[src/rtl/key_reader.sv]
// Four-channel pushbutton reader: synchronizes active-low keys, debounces them and
// reports level, press, release and long-press strobes per key.
module key_reader #(
  parameter int unsigned DEBOUNCE_CYCLES = 1000000,
  parameter int unsigned LONG_CYCLES     = 50000000
) (
  input  logic       CLOCK_50,
  input  logic       RESET_N,
  input  logic [3:0] KEY,
  output logic [3:0] key_state,
  output logic [3:0] press_pulse,
  output logic [3:0] release_pulse,
  output logic [3:0] long_pulse
);

  localparam int unsigned NUM_KEYS = 4;
  localparam int unsigned DEB_W    = $clog2(DEBOUNCE_CYCLES);
  localparam int unsigned HOLD_W   = $clog2(LONG_CYCLES);
  // The entry cycle counts as the first stable sample, so the last compare is N-2.
  localparam logic [DEB_W-1:0]  DEB_LAST  = DEB_W'(DEBOUNCE_CYCLES - 2);
  localparam logic [HOLD_W-1:0] HOLD_LAST = HOLD_W'(LONG_CYCLES - 1);

  typedef enum logic [2:0] {
    IDLE,
    DEB_PRESS,
    HELD,
    LONG_HELD,
    DEB_REL
  } state_t;

  logic [NUM_KEYS-1:0] sync1;
  logic [NUM_KEYS-1:0] sync2;
  logic [NUM_KEYS-1:0] sampled;

  // Two-flop synchronizer; reset value is "released".
  always_ff @(posedge CLOCK_50 or negedge RESET_N) begin
    if (!RESET_N) begin
      sync1 <= '1;
      sync2 <= '1;
    end else begin
      sync1 <= KEY;
      sync2 <= sync1;
    end
  end

  assign sampled = ~sync2;

  for (genvar g = 0; g < NUM_KEYS; g++) begin : g_chan
    state_t              state, state_n;
    logic [DEB_W-1:0]    deb_cnt, deb_cnt_n;
    logic [HOLD_W-1:0]   hold_cnt, hold_cnt_n;
    logic                from_long, from_long_n;
    logic                st_q, pr_q, rl_q, lg_q;
    logic                st_n, pr_n, rl_n, lg_n;

    always_ff @(posedge CLOCK_50 or negedge RESET_N) begin
      if (!RESET_N) begin
        state     <= IDLE;
        deb_cnt   <= '0;
        hold_cnt  <= '0;
        from_long <= 1'b0;
        st_q      <= 1'b0;
        pr_q      <= 1'b0;
        rl_q      <= 1'b0;
        lg_q      <= 1'b0;
      end else begin
        state     <= state_n;
        deb_cnt   <= deb_cnt_n;
        hold_cnt  <= hold_cnt_n;
        from_long <= from_long_n;
        st_q      <= st_n;
        pr_q      <= pr_n;
        rl_q      <= rl_n;
        lg_q      <= lg_n;
      end
    end

    always_comb begin
      state_n     = state;
      deb_cnt_n   = deb_cnt;
      hold_cnt_n  = hold_cnt;
      from_long_n = from_long;
      pr_n        = 1'b0;
      rl_n        = 1'b0;
      lg_n        = 1'b0;
      case (state)
        IDLE: begin
          if (sampled[g]) begin
            state_n   = DEB_PRESS;
            deb_cnt_n = '0;
          end
        end
        DEB_PRESS: begin
          if (!sampled[g]) begin
            state_n   = IDLE;
            deb_cnt_n = '0;
          end else if (deb_cnt == DEB_LAST) begin
            state_n    = HELD;
            hold_cnt_n = '0;
            pr_n       = 1'b1;
          end else begin
            deb_cnt_n = deb_cnt + DEB_W'(1);
          end
        end
        HELD: begin
          if (!sampled[g]) begin
            state_n     = DEB_REL;
            deb_cnt_n   = '0;
            from_long_n = 1'b0;
          end else if (hold_cnt == HOLD_LAST) begin
            state_n = LONG_HELD;
            lg_n    = 1'b1;
          end else begin
            hold_cnt_n = hold_cnt + HOLD_W'(1);
          end
        end
        LONG_HELD: begin
          if (!sampled[g]) begin
            state_n     = DEB_REL;
            deb_cnt_n   = '0;
            from_long_n = 1'b1;
          end
        end
        DEB_REL: begin
          // Hold count stays frozen here so a rejected glitch resumes where it left off.
          if (sampled[g]) begin
            state_n = from_long ? LONG_HELD : HELD;
          end else if (deb_cnt == DEB_LAST) begin
            state_n   = IDLE;
            deb_cnt_n = '0;
            rl_n      = 1'b1;
          end else begin
            deb_cnt_n = deb_cnt + DEB_W'(1);
          end
        end
        default: begin
          state_n   = IDLE;
          deb_cnt_n = '0;
        end
      endcase
      st_n = (state_n == HELD) || (state_n == LONG_HELD) || (state_n == DEB_REL);
    end

    assign key_state[g]     = st_q;
    assign press_pulse[g]   = pr_q;
    assign release_pulse[g] = rl_q;
    assign long_pulse[g]    = lg_q;
  end

endmodule

[config.mk]
export PLATFORM = sky130hd
export DESIGN_NAME = key_reader
export DESIGN_NICKNAME = d
export VERILOG_FILES = /design/src/rtl/key_reader.sv
export SDC_FILE = /design/constraint.sdc
export NUM_CORES = 1
export LEC_CHECK = 0
export BUFFER_PORTS_ARGS = -buffer_cell sky130_fd_sc_hd__buf_2
export CAP_MARGIN = 0
export CORE_MARGIN = 2
export CORE_UTILIZATION = 40
export DETAILED_ROUTE_END_ITERATION = 12
export GPL_ROUTABILITY_DRIVEN = 0
export PLACE_DENSITY_LB_ADDON = 0.1
export RECOVER_POWER = 50
export SKIP_LAST_GASP = 1
export SLEW_MARGIN = 20
export SYNTH_ARGS = -nofsm -noshare
export SYNTH_HDL_FRONTEND = slang
export SYNTH_SLANG_ARGS = --single-unit
[constraint.sdc]
create_clock -name CLOCK_50 -period 2.9 [get_ports CLOCK_50]
set_input_delay 0.29 -clock CLOCK_50 [delete_from_list [all_inputs] [get_ports CLOCK_50]]
set_output_delay 0.29 -clock CLOCK_50 [all_outputs]
set_load 0.05 [all_outputs]
* Word level (Yosys, flattened, before mapping) *
Cells that the tools add are included.

word-level totals
  register bits after elaboration = 224
  input bits = 6
  word-level logic and storage cells = 287

cells by class
  add/subtract/negate cells = 8
  eq/ne operators = 76
  multiplexer cells = 132
  bitwise operators = 1
  reductions and logical operators = 36

operator list
  kind                                                                   count
  20-bit two-way mux                                                     24
  26-bit two-way mux                                                     16
  20-bit one-hot mux with 4 select lines                                 4
  26-bit one-hot mux with 2 select lines                                 4
  26-bit by 1-bit adder with 26-bit output, second input constant        4
  26-bit equality test, second input constant                            4
  3-bit two-way mux                                                      32
  20-bit by 1-bit adder with 20-bit output, second input constant        4
  20-bit equality test, second input constant                            4
  2-bit != test, second input constant                                   36
  3-bit one-hot mux with 5 select lines                                  4
  3-bit by 2-bit equality test with 1-bit output, second input constant  16
  1-bit two-way mux                                                      44
  3-bit equality test, second input constant                             8
  5-bit AND reduction                                                    4
  4-bit AND reduction                                                    4
  2-bit nonzero test                                                     8
  3-bit by 1-bit equality test with 1-bit output, second input constant  4
  3-bit zero test                                                        4
  3-bit != test, second input constant                                   4
  3-bit AND reduction                                                    4
  1-bit logical OR                                                       8
  1-bit one-hot mux with 2 select lines                                  4
  2-bit OR reduction                                                     4
  4-bit inverter                                                         1

* Depth between registers and ports, before layout *
Gate-level depths: netlist of the first run.

  depth after elaboration = 7
  mapped depth = 11
  depth with buffers taken out = 9

* Least setup slack after synthesis of the first run *
OpenSTA, ideal clock, no wires.

  kind = register -> register
  start = register g_chan[0].deb_cnt[0]
  end = register g_chan[0].hold_cnt[10]
  setup time = 0.077 ns
  arrival = 2.160 ns
  path slack = 0.662 ns
  cell stages (with the launch flop) = 11
  path buffers = 1
  clock period less this slack = 2.238 ns
  cells stage by stage = dfrtp_1 -> inv_1 -> ha_1 -> nand4_1 -> or3_1 -> or3_1 -> buf_6 -> clkinv_8 -> o21ai_4 -> or4_1 -> a21oi_1

on the way
  cells in the longest elaborated chain, start to end = 3

RTL lines
  what                           line  text
  start: declaration             50    logic [DEB_W-1:0] deb_cnt, deb_cnt_n;
  start signal: assignment       68    deb_cnt <= deb_cnt_n;
  20-bit equality test           97    end else if (deb_cnt == DEB_LAST) begin
  2-bit != test (no line)        --
  5-bit AND reduction (no line)  --
  end signal: assignment         69    hold_cnt <= hold_cnt_n;
  end: declaration               51    logic [HOLD_W-1:0] hold_cnt, hold_cnt_n;

Every way passes these cells.
A chain may end at the register's enable or synchronous reset.

* Worst setup path after layout of the first run *
Same ends and word-level chain as after synthesis.

==> flow_metrics.env, run 1 <==
export IMPL_path_cells="inv_1, ha_1, nand4_1, or3_1, or3_1, clkinv_8, o21ai_4, or4_1, a21oi_1"
export IMPL_synth_seq_area_share=0.461
export IMPL_final_setup_skew_ns=0.00944
export IMPL_startpoint_kind_of_the_worst_setup_timing_path="flip-flop"
export IMPL_totalWireLength_mm=26.6
export IMPL_final_common_cell="sky130_fd_sc_hd__dfrtp_1"
export IMPL_max_vdd_drop_uv=392
export IMPL_violations="max-capacitance violations, max-slew violations"
export IMPL_cts_tree="yes"
export IMPL_pre_cts_setup_slack_ns=0.376
export IMPL_swShare=0.223
export IMPL_grt_overflow=0
export IMPL_fp_row_count=63
export IMPL_die_area_um2=31900
export IMPL_highest_cell_delay_on_the_worst_timing_path_ns=0.53
export IMPL_cp_common_cell="sky130_fd_sc_hd__or3_1"
export IMPL_power_density_nw_per_um2=484
export IMPL_cpLargestDelayFamily="simple AND/OR/NAND/NOR gates"
export IMPL_worst_path_max_fanout=25
export IMPL_final_layout_size_suffix_gt1_frac=0.0872
export IMPL_area_growth_pct=11.2
export IMPL_clock_path_buffers=3
export IMPL_power_static_leakage_nw=5.68
export IMPL_finish_utilization=0.455
export IMPL_timing_critical_path_to_type="flip-flop"
export IMPL_grt_util_all_layers=0.173
export IMPL_die_width_um=178
export IMPL_drt_iter0_drc=523
export IMPL_internal_power_mw=5.10
export IMPL_tightestPinTransition_ns=1.97
export IMPL_finish_net_count=1364
export IMPL_die_span_y_um=178
export IMPL_cp_slowest_cell="sky130_fd_sc_hd__or3_1"
export IMPL_number_of_flops_mapped_to_enable_cells_by_yosys=0
export IMPL_antenna_violations_before_repair=0
export IMPL_power_share_combinational=0.032
export IMPL_port_buffers=21
export IMPL_path_class="reg -> reg"
export IMPL_most_common_layout_cells="sky130_fd_sc_hd__dfrtp_1, sky130_fd_sc_hd__nor2_1, sky130_fd_sc_hd__nand2_1, sky130_fd_sc_hd__nand3_1, sky130_fd_sc_hd__xor2_1"
export IMPL_wl_per_cell_um=15.2
export IMPL_power_frac_clock=0.485
export IMPL_boundaryPins=22
export IMPL_clkTransAtPathRegs_ns=0.06
export IMPL_synth_avg_cell_area_um2=9.16
export IMPL_max_cap_viol_count=1
export IMPL_post_synth_instance_area_um2=12200
export IMPL_critPathArrivalTime_ns=2.98
export IMPL_fmax_ghz=0.395
export IMPL_worst_path_bufs_invs=2
export IMPL_status="finished, violations left"
export IMPL_number_of_warnings_reported_in_the_yosys_synthesis_log=0
export IMPL_cts_buffers_inserted=25
export IMPL_antenna_cells_inserted=0
export IMPL_syn_inst=1330
export IMPL_hold_path_class="reg -> reg"
export IMPL_setup_repair_after_global_routing_missed_its_margin="false"
export IMPL_power_frac_seq=0.484
export IMPL_detailroute_via_count=9527
export IMPL_report_final_hold_viol_count=0
export IMPL_synth_nets=1348
export IMPL_area_of_all_placed_cells_without_fillers_um2=13500
export IMPL_finalPower_mw=6.56
export IMPL_fin_hold_ws_ns=0.357
export IMPL_netSwitchingPower_mw=1.46
export IMPL_placed_cells_incl_taps=1704
export IMPL_number_of_different_library_cells_in_the_post_synthesis_netlist=72
export IMPL_post_layout_nonfiller_instances=1754
export IMPL_drt_antenna_violating_nets=0
export IMPL_final_setup_worst_slack_ns=0.366
export IMPL_cts_root_buf="sky130_fd_sc_hd__clkbuf_16"
export IMPL_fin_crit_ns=2.53
export IMPL_postCtsResizedCells=0
export IMPL_drc=0
export IMPL_coreArea_um2=29800
export IMPL_detail_route_first_pass_iterations=5
export IMPL_max_slew_headroom_at_the_worst_pin=-0.316
export IMPL_initial_cell_density_of_the_core=0.409
export IMPL_route_detailed_vias_per_inst=5.43
export IMPL_synth_ff_latch_count=224
export IMPL_post_cts_repair_setup_buffers=0
export IMPL_crit_required_ns=3.35
export IMPL_grt_first_pass_wirelength_mm=46.1
export IMPL_timing_final_crit_share=0.874
export IMPL_async_flop_share=1.00
export IMPL_htreeDepth=1
export IMPL_numClockSinks=224
export IMPL_setup_viol_count_final=0
export IMPL_placed_cell_area_um2=12700
export IMPL_timing_final_max_slew_violations=74
export IMPL_synthFlopType="sky130_fd_sc_hd__dfrtp_1"
export IMPL_first_global_vias=9249
export IMPL_pin_count_of_the_biggest_net_entering_global_routing=75
export IMPL_setup_total_negative_slack_ns=0
export IMPL_place_detailed_hpwl_mm=18.2
export IMPL_worst_skew_pair_late_latency_ns=0.52
-- cell usage after synthesis, drive strengths merged, types with 10 or more instances --
library cell / count / area [um2]
dfrtp: 216 / 5410
nor2: 177 / 669
nand2: 126 / 473
nand3: 72 / 360
xor2: 65 / 569
xnor2: 60 / 526
o21ai: 55 / 287
nand4: 53 / 332
a21oi: 44 / 220
and3: 36 / 225
clkbuf: 36 / 135
nor3: 35 / 175
inv: 34 / 128
buf: 29 / 189
or3: 28 / 175
nor4: 18 / 125
o31ai: 17 / 141
and4: 16 / 140
o211ai: 15 / 113
nand2b: 14 / 87.6
o2111ai: 13 / 114
ha: 12 / 150
or4: 12 / 90.1
a211oi: 10 / 75.1
and2: 10 / 62.6
-- final cells by class --
class / count / area, um2
timing repair buffer: 54 / 378
sequential: 224 / 5620
multi-input combinational: 1006 / 6110
clock buffer: 38 / 724
clock inverter: 7 / 90.1
inverter: 35 / 144
tap: 390 / 488
fill: 2904 / 16200
-- worst paths after layout --
path / startpoint / to / slack (ns) / cells after the start
worst max-delay path: g_chan[0].deb_cnt[0]$_DFFE_PN0P_ / g_chan[0].hold_cnt[10]$_DFFE_PN0P_ / 0.37 / 9
worst min-delay path: sync1[1]$_DFF_PN1_ / sync2[1]$_DFF_PN1_ / 0.36 / 0
worst max register to register: g_chan[0].deb_cnt[0]$_DFFE_PN0P_ / g_chan[0].hold_cnt[10]$_DFFE_PN0P_ / 0.37 / 9
worst min register to register: sync1[1]$_DFF_PN1_ / sync2[1]$_DFF_PN1_ / 0.36 / 0
max in group asynchronous: RESET_N / sync2[2]$_DFF_PN1_ / 0.56 / 3
min in group asynchronous: RESET_N / g_chan[0].hold_cnt[1]$_DFFE_PN0P_ / 0.83 / 2
-- power groups by stage --
stage | combinational, mW | clock [mW] | sequential, mW
floorplan | 0.104 | 0 | 3.22
detailed placement | 0.212 | 0 | 3.23
finish | 0.207 | 3.18 | 3.17
CTS | 0.219 | 3.29 | 3.17
global placement | 0.212 | 0 | 3.23
global route | 0.241 | 3.41 | 3.17
-- repair_timing --
item,in CTS,in global routing
hold buffers,5,0
hold endpoints to repair,72,0
endpoints found under the setup margin,0,0
-- metal layers --
layer	vias to the layer above	track usage	share of wire
li1	4788	-	-
met5	-	0	0
met3	31	0.0226	0.027
met1	4615	0.250	0.50
met4	0	0.0366	0.017
met2	93	0.278	0.45
-- sequential cells by signal, indices dropped and copies added, names as in the netlist --
name and flops:
g_chan.deb_cnt 80, g_chan.from_long 4, g_chan.hold_cnt 104, g_chan.lg_q 4, g_chan.pr_q 4, g_chan.rl_q 4
g_chan.st_q 4, g_chan.state 12, sync1 4, sync2 4
-- logic make-up (layout without fill, tap and decap cells) --
family,count (synthesis),after routing,synth area share
compound gates,212,212,0.116
mux,10,10,0.00853
buf+inv,100,134,0.0384
simple gates,647,647,0.273
xor+xnor,125,125,0.0899
fa+ha+maj,12,12,0.0123
flops,224,224,0.461
No activity file was read; power rests on OpenSTA's default activity.
==> inputs of run 2 (changes only) <==
--- a/config.mk
+++ b/config.mk
@@ -7,6 +7,7 @@
 export LEC_CHECK = 0
 export BUFFER_PORTS_ARGS = -buffer_cell sky130_fd_sc_hd__buf_2
 export CAP_MARGIN = 0
+export CORE_ASPECT_RATIO = 1.25
 export CORE_MARGIN = 2
 export CORE_UTILIZATION = 40
 export DETAILED_ROUTE_END_ITERATION = 12
==> run 2 against run 1 <==
  * Sequential share of layout area is essentially flat
  * Global-route usage increased by 0.27 points
  * Worst setup slack got worse by 0.0034 ns
  * Combinational power is essentially flat
  * The flow now finishes without violations
==> flow_metrics.env, run 2 (synthesis gave the netlist of run 1 again) <==
export IMPL_crit_required_ns=3.35
export IMPL_worst_r2r_path_depth=9
export IMPL_largest_register_ff_count=104
export IMPL_drc=0
export IMPL_max_slew_headroom_at_the_worst_pin=0.0447
export IMPL_tightestPinTransition_ns=1.43
export IMPL_detailroute_via_count=9548
export IMPL_timing_critical_path_to_type="flip-flop"
export IMPL_fin_hold_ws_ns=0.355
export IMPL_first_global_vias=9533
export IMPL_setup_viol_count_final=0
export IMPL_status="complete, no violations"
export IMPL_totalWireLength_mm=27.3
export IMPL_cts_tree="yes"
export IMPL_worst_path_max_fanout=34
export IMPL_path_cells="inv_1, ha_1, nand4_1, or3_1, or3_1, clkinv_8, o21ai_4, or4_1, a21oi_1"
export IMPL_timing_final_max_slew_violations=0
export IMPL_placed_cells_incl_taps=1717
export IMPL_rrSetupSlack_ns=0.36
export IMPL_post_layout_nonfiller_instances=1767
export IMPL_die_area_um2=31900
export IMPL_initial_cell_density_of_the_core=0.406
export IMPL_port_buffers=21
export IMPL_final_layout_size_suffix_gt1_frac=0.0849
export IMPL_antenna_cells_inserted=0
export IMPL_gr_usage_met2=0.308
export IMPL_min_path_cells=0
export IMPL_grt_met3_usage=0.0222
export IMPL_pin_count_of_the_biggest_net_entering_global_routing=102
export IMPL_numClockSinks=224
export IMPL_timing_hold_worst_endpoint="sync2[1]$_DFF_PN1_"
export IMPL_grt_first_pass_wirelength_mm=47.6
export IMPL_timing_final_crit_share=0.875
export IMPL_die_span_y_um=199
export IMPL_cpLargestDelayFamily="simple AND/OR/NAND/NOR gates"
export IMPL_grt_use_met1=0.232
export IMPL_worst_path_bufs_invs=2
export IMPL_crit_reg2reg_launch="g_chan[0].deb_cnt[0]$_DFFE_PN0P_"
export IMPL_clkTransAtPathRegs_ns=0.06
export IMPL_cp_depth=9
export IMPL_wl_per_cell_um=15.4
export IMPL_holdCritStartpoint="sync1[1]$_DFF_PN1_"
export IMPL_hold_path_class="reg -> reg"
export IMPL_detail_route_first_pass_iterations=5
export IMPL_max_vdd_drop_uv=419
export IMPL_worst_skew_pair_late_latency_ns=0.53
export IMPL_top_register="g_chan.hold_cnt"
export IMPL_busiest_layer="met2"
export IMPL_layout_top_registers="g_chan.hold_cnt x104, g_chan.deb_cnt x80, g_chan.state x12"
export IMPL_power_density_nw_per_um2=481
export IMPL_post_cts_repair_setup_buffers=0
export IMPL_cts_root_buf="sky130_fd_sc_hd__clkbuf_16"
export IMPL_power_static_leakage_nw=5.68
export IMPL_final_setup_skew_ns=0.0145
export IMPL_path_class="reg -> reg"
export IMPL_cp_slowest_cell="sky130_fd_sc_hd__or3_1"
export IMPL_critPathArrivalTime_ns=2.99
export IMPL_cp_common_cell="sky130_fd_sc_hd__or3_1"
export IMPL_cts_buffers_inserted=26
export IMPL_fin_crit_ns=2.54
export IMPL_die_width_um=160
export IMPL_place_detailed_hpwl_mm=18.3
export IMPL_startpoint_kind_of_the_worst_setup_timing_path="flip-flop"
export IMPL_boundaryPins=22
export IMPL_grt_util_all_layers=0.176
export IMPL_finish_net_count=1367
export IMPL_fp_row_count=71
export IMPL_grt_overflow=0
export IMPL_setup_total_negative_slack_ns=0
export IMPL_finalPower_mw=6.51
export IMPL_most_common_layout_cells="sky130_fd_sc_hd__dfrtp_1, sky130_fd_sc_hd__nor2_1, sky130_fd_sc_hd__nand2_1, sky130_fd_sc_hd__nand3_1, sky130_fd_sc_hd__xor2_1"
export IMPL_max_cap_viol_count=0
export IMPL_setup_repair_after_global_routing_missed_its_margin="false"
export IMPL_fmax_ghz=0.394
export IMPL_clock_path_buffers=3
export IMPL_antenna_violations_before_repair=0
export IMPL_filler_cell_count=3015
export IMPL_final_common_cell="sky130_fd_sc_hd__dfrtp_1"
export IMPL_finish_utilization=0.451
export IMPL_route_detailed_vias_per_inst=5.40
export IMPL_highest_cell_delay_on_the_worst_timing_path_ns=0.51
export IMPL_drt_iter0_drc=502
export IMPL_report_final_hold_viol_count=0
export IMPL_coreArea_um2=30000
export IMPL_area_growth_pct=11.2
export IMPL_r2r_end="g_chan[0].hold_cnt[10]$_DFFE_PN0P_"
export IMPL_htreeDepth=1
export IMPL_drt_antenna_violating_nets=0
==> run 2: power breakdown <==
| group | switching (mW) | internal [mW] |
|---|---|---|
| registers | 0.0241 | 3.15 |
| logic | 0.154 | 0.0515 |
| clock network | 1.29 | 1.84 |
| total | 1.47 | 5.04 |
==> run 2: cell type report <==
type,count,area (um2),area share
inverters,35,144,0.0106
multi-input cells,1006,6110,0.451
clock inverters,4,45.0,0.00333
repair buffers,56,382,0.0282
clock buffers,41,748,0.0552
flip-flops and latches,224,5620,0.415
well taps,401,502,0.0370
==> run 2: per-stage QoR <==
step	area [um2]	setup WS [ns]
2_1_floorplan	12200	0.662
3_3_place_gp	12800	0.402
3_5_place_dp	12800	0.348
4_1_cts	13600	0.344
5_1_grt	13500	0.177
6_report	13500	0.363
==> run 2: routing by layer <==
layer | vias to the layer above | wire [um]
met3 | 33 | 635
met4 | 0 | 438
met2 | 86 | 13100
met5 | - | 0
li1 | 4787 | -
met1 | 4642 | 13100
==> run 2: worst max-delay path by stage <==
| stage | startpoint | end | slack (ns) |
|---|---|---|---|
| finish | g_chan[0].deb_cnt[0]$_DFFE_PN0P_ | g_chan[0].hold_cnt[10]$_DFFE_PN0P_ | 0.36 |
| floorplan | g_chan[0].deb_cnt[0]$_DFFE_PN0P_ | g_chan[0].hold_cnt[10]$_DFFE_PN0P_ | 0.66 |
| global placement | g_chan[0].deb_cnt[0]$_DFFE_PN0P_ | g_chan[0].hold_cnt[10]$_DFFE_PN0P_ | 0.40 |
| CTS | g_chan[0].deb_cnt[0]$_DFFE_PN0P_ | g_chan[0].hold_cnt[10]$_DFFE_PN0P_ | 0.34 |
| global route | RESET_N | g_chan[1].st_q$_DFF_PN0_ | 0.18 |
| detailed placement | g_chan[0].deb_cnt[0]$_DFFE_PN0P_ | g_chan[0].hold_cnt[10]$_DFFE_PN0P_ | 0.35 |
==> run 2: what timing repair did <==
action / 4_1_cts / 5_1_grt
hold endpoints to repair: 98 / 0
gates resized for setup: 0 / 0
hold buffers: 5 / 0
==> inputs of run 3 (changes only) <==
--- a/config.mk
+++ b/config.mk
@@ -7,6 +7,8 @@
 export LEC_CHECK = 0
 export BUFFER_PORTS_ARGS = -buffer_cell sky130_fd_sc_hd__buf_2
 export CAP_MARGIN = 0
+export CELL_PAD_IN_SITES_DETAIL_PLACEMENT = 1
+export CELL_PAD_IN_SITES_GLOBAL_PLACEMENT = 2
 export CORE_ASPECT_RATIO = 1.25
 export CORE_MARGIN = 2
 export CORE_UTILIZATION = 40
@@ -15,7 +17,7 @@
 export PLACE_DENSITY_LB_ADDON = 0.1
 export RECOVER_POWER = 50
 export SKIP_LAST_GASP = 1
-export SLEW_MARGIN = 20
+export SLEW_MARGIN = 30
 export SYNTH_ARGS = -nofsm -noshare
 export SYNTH_HDL_FRONTEND = slang
 export SYNTH_SLANG_ARGS = --single-unit
==> run 3 against run 2 <==
  * The run now ends with max-capacitance violations, max-slew violations left
  * Design area is 1.2% higher
  * Final cell count rose by 0.17%
  * Fmax is 0.34% higher
  * Non-clock buffer count is 1 higher
  * Worst setup slack improved by 0.0086 ns
  * Power rose by 5.8%
  * Sequential share of layout area decreased by 0.51 points
  * Die area unchanged
  * Via count is 2.5% higher
  * Critical path depth is 3 lower
  * Largest power group is now clock
==> flow_metrics.env, run 3 (synthesis gave the netlist of run 1 again) <==
export IMPL_status="finished, violations left"
export IMPL_violations="max-capacitance violations, max-slew violations"
export IMPL_cp_slowest_cell="sky130_fd_sc_hd__or4b_1"
export IMPL_pin_count_of_the_biggest_net_entering_global_routing=87
export IMPL_internal_power_mw=5.37
export IMPL_path_cells="or4b_1, nor2_2, nand3_1, a211o_1, or4_1, o21ai_1"
export IMPL_pre_cts_setup_slack_ns=0.402
export IMPL_route_detailed_vias_per_inst=5.53
export IMPL_worst_skew_pair_late_latency_ns=0.55
export IMPL_cpLargestDelayFamily="simple AND/OR/NAND/NOR gates"
export IMPL_rrSetupSlack_ns=0.37
export IMPL_postCtsResizedCells=0
export IMPL_power_share_combinational=0.032
export IMPL_die_span_y_um=199
export IMPL_setup_total_negative_slack_ns=0
export IMPL_post_cts_repair_setup_buffers=0
export IMPL_power_density_nw_per_um2=502
export IMPL_largest_register_ff_count=104
export IMPL_clock_path_buffers=3
export IMPL_cts_buffers_inserted=26
export IMPL_most_common_layout_cells="sky130_fd_sc_hd__dfrtp_1, sky130_fd_sc_hd__nor2_1, sky130_fd_sc_hd__nand2_1, sky130_fd_sc_hd__nand3_1, sky130_fd_sc_hd__xor2_1"
export IMPL_finish_net_count=1368
export IMPL_r2r_end="g_chan[2].hold_cnt[22]$_DFFE_PN0P_"
export IMPL_die_width_um=160
export IMPL_place_detailed_hpwl_mm=20.8
export IMPL_worst_path_bufs_invs=0
export IMPL_power_frac_clock=0.508
export IMPL_top_register="g_chan.hold_cnt"
export IMPL_highest_cell_delay_on_the_worst_timing_path_ns=0.61
export IMPL_max_cap_viol_count=1
export IMPL_grt_first_pass_wirelength_mm=53.0
export IMPL_cts_root_buf="sky130_fd_sc_hd__clkbuf_16"
export IMPL_placed_cells_incl_taps=1718
export IMPL_fp_row_count=71
export IMPL_fmax_ghz=0.396
export IMPL_post_layout_nonfiller_instances=1770
export IMPL_antenna_cells_inserted=0
export IMPL_report_final_hold_viol_count=0
export IMPL_area_of_all_placed_cells_without_fillers_um2=13700
export IMPL_startpoint_kind_of_the_worst_setup_timing_path="flip-flop"
export IMPL_holdCritStartpoint="sync1[3]$_DFF_PN1_"
export IMPL_numClockSinks=224
export IMPL_critPathArrivalTime_ns=2.99
export IMPL_wl_per_cell_um=17.1
export IMPL_power_frac_seq=0.460
export IMPL_final_layout_size_suffix_gt1_frac=0.0928
export IMPL_timing_critical_path_to_type="flip-flop"
export IMPL_coreArea_um2=30000
export IMPL_path_class="reg -> reg"
export IMPL_drt_iter0_drc=394
export IMPL_detail_route_first_pass_iterations=4
export IMPL_area_growth_pct=12.6
export IMPL_first_global_vias=10449
export IMPL_fin_crit_ns=2.53
export IMPL_grt_overflow=0
export IMPL_clkTransAtPathRegs_ns=0.06
export IMPL_finish_utilization=0.457
export IMPL_timing_final_max_slew_violations=85
export IMPL_timing_hold_worst_endpoint="sync2[3]$_DFF_PN1_"
export IMPL_timing_final_crit_share=0.872
export IMPL_detailroute_via_count=9787
export IMPL_cts_tree="yes"
export IMPL_worst_path_max_fanout=8
export IMPL_final_setup_skew_ns=0.0170
export IMPL_drc=0
export IMPL_filler_cell_count=3504
export IMPL_final_setup_worst_slack_ns=0.372
export IMPL_boundaryPins=22
export IMPL_drt_antenna_violating_nets=0
export IMPL_netSwitchingPower_mw=1.52
export IMPL_max_vdd_drop_uv=536
export IMPL_power_static_leakage_nw=5.76
export IMPL_layout_top_registers="g_chan.hold_cnt x104, g_chan.deb_cnt x80, g_chan.state x12"
export IMPL_grt_util_all_layers=0.198
export IMPL_setup_repair_after_global_routing_missed_its_margin="false"
export IMPL_antenna_violations_before_repair=0
export IMPL_min_path_cells=0
export IMPL_fin_hold_ws_ns=0.352
export IMPL_die_area_um2=31900
export IMPL_initial_cell_density_of_the_core=0.406
export IMPL_hold_path_class="reg -> reg"
export IMPL_tightestPinTransition_ns=2.32
export IMPL_crit_required_ns=3.37
export IMPL_totalWireLength_mm=30.2
export IMPL_swShare=0.221
export IMPL_final_common_cell="sky130_fd_sc_hd__dfrtp_1"
export IMPL_setup_viol_count_final=0
export IMPL_max_slew_headroom_at_the_worst_pin=-0.550
export IMPL_crit_reg2reg_launch="g_chan[2].deb_cnt[6]$_DFFE_PN0P_"
export IMPL_port_buffers=21
export IMPL_htreeDepth=1
export IMPL_worst_r2r_path_depth=6
export IMPL_finalPower_mw=6.89
export IMPL_placed_cell_area_um2=12800
run 3: changes by cell type in the layout (fill, tap and decap cells not counted), moves of 2 or more:
cell and change:
sky130_fd_sc_hd__clkbuf_1 -8, sky130_fd_sc_hd__clkbuf_2 -3, sky130_fd_sc_hd__clkinvlp_4 +2, sky130_fd_sc_hd__clkbuf_8 +6
sky130_fd_sc_hd__buf_4 +3, sky130_fd_sc_hd__buf_12 +2, sky130_fd_sc_hd__bufinv_16 +2
run 3: worst max path at each step:
stage                                     startpoint                            endpoint  slack [ns]  depth (start not counted)
floorplan           g_chan[0].deb_cnt[0]$_DFFE_PN0P_  g_chan[0].hold_cnt[10]$_DFFE_PN0P_        0.66                         10
global placement    g_chan[0].deb_cnt[0]$_DFFE_PN0P_  g_chan[0].hold_cnt[10]$_DFFE_PN0P_        0.46                          9
detailed placement  g_chan[0].deb_cnt[0]$_DFFE_PN0P_  g_chan[0].hold_cnt[10]$_DFFE_PN0P_        0.40                          9
CTS                 g_chan[2].deb_cnt[6]$_DFFE_PN0P_  g_chan[2].hold_cnt[22]$_DFFE_PN0P_        0.37                          6
global route                                 RESET_N                  sync1[3]$_DFF_PN1_        0.09                          3
finish              g_chan[2].deb_cnt[6]$_DFFE_PN0P_  g_chan[2].hold_cnt[22]$_DFFE_PN0P_        0.37                          6
run 3: worst reg2reg max path: stages (launching register included):
cell	delay, ns
sky130_fd_sc_hd__dfrtp_1	0.43
sky130_fd_sc_hd__or4b_1	0.61
sky130_fd_sc_hd__nor2_2	0.17
sky130_fd_sc_hd__nand3_1	0.27
sky130_fd_sc_hd__a211o_1	0.44
sky130_fd_sc_hd__or4_1	0.42
sky130_fd_sc_hd__o21ai_1	0.10
run 3: repair_timing:
action	CTS	global route
hold endpoints to repair	83	0
endpoints found under the setup margin	0	0
hold buffers	5	0
run 3: cell type report:
type,count,area [um2],area share
clock buffers,39,801,0.0584
repair buffers,57,422,0.0307
flip-flops and latches,224,5620,0.409
inverters,35,144,0.0105
well taps,401,502,0.0366
multi-input cells,1006,6110,0.446
clock inverters,8,120,0.00876
run 3: layer usage:
metal	up-vias	share of wire	wire (um)	track usage
met2	70	0.51	15600	0.370
met5	-	0	0	0
li1	4784	-	-	-
met4	0	0.016	493	0.0477
met3	33	0.023	705	0.0230
met1	4900	0.45	13500	0.245
run 3: power groups by stage:
stage	registers, mW	clock network [mW]	logic (mW)
floorplan	3.22	0	0.104
global placement	3.23	0	0.222
detailed placement	3.23	0	0.224
CTS	3.17	3.61	0.230
global route	3.17	3.73	0.254
finish	3.17	3.50	0.218
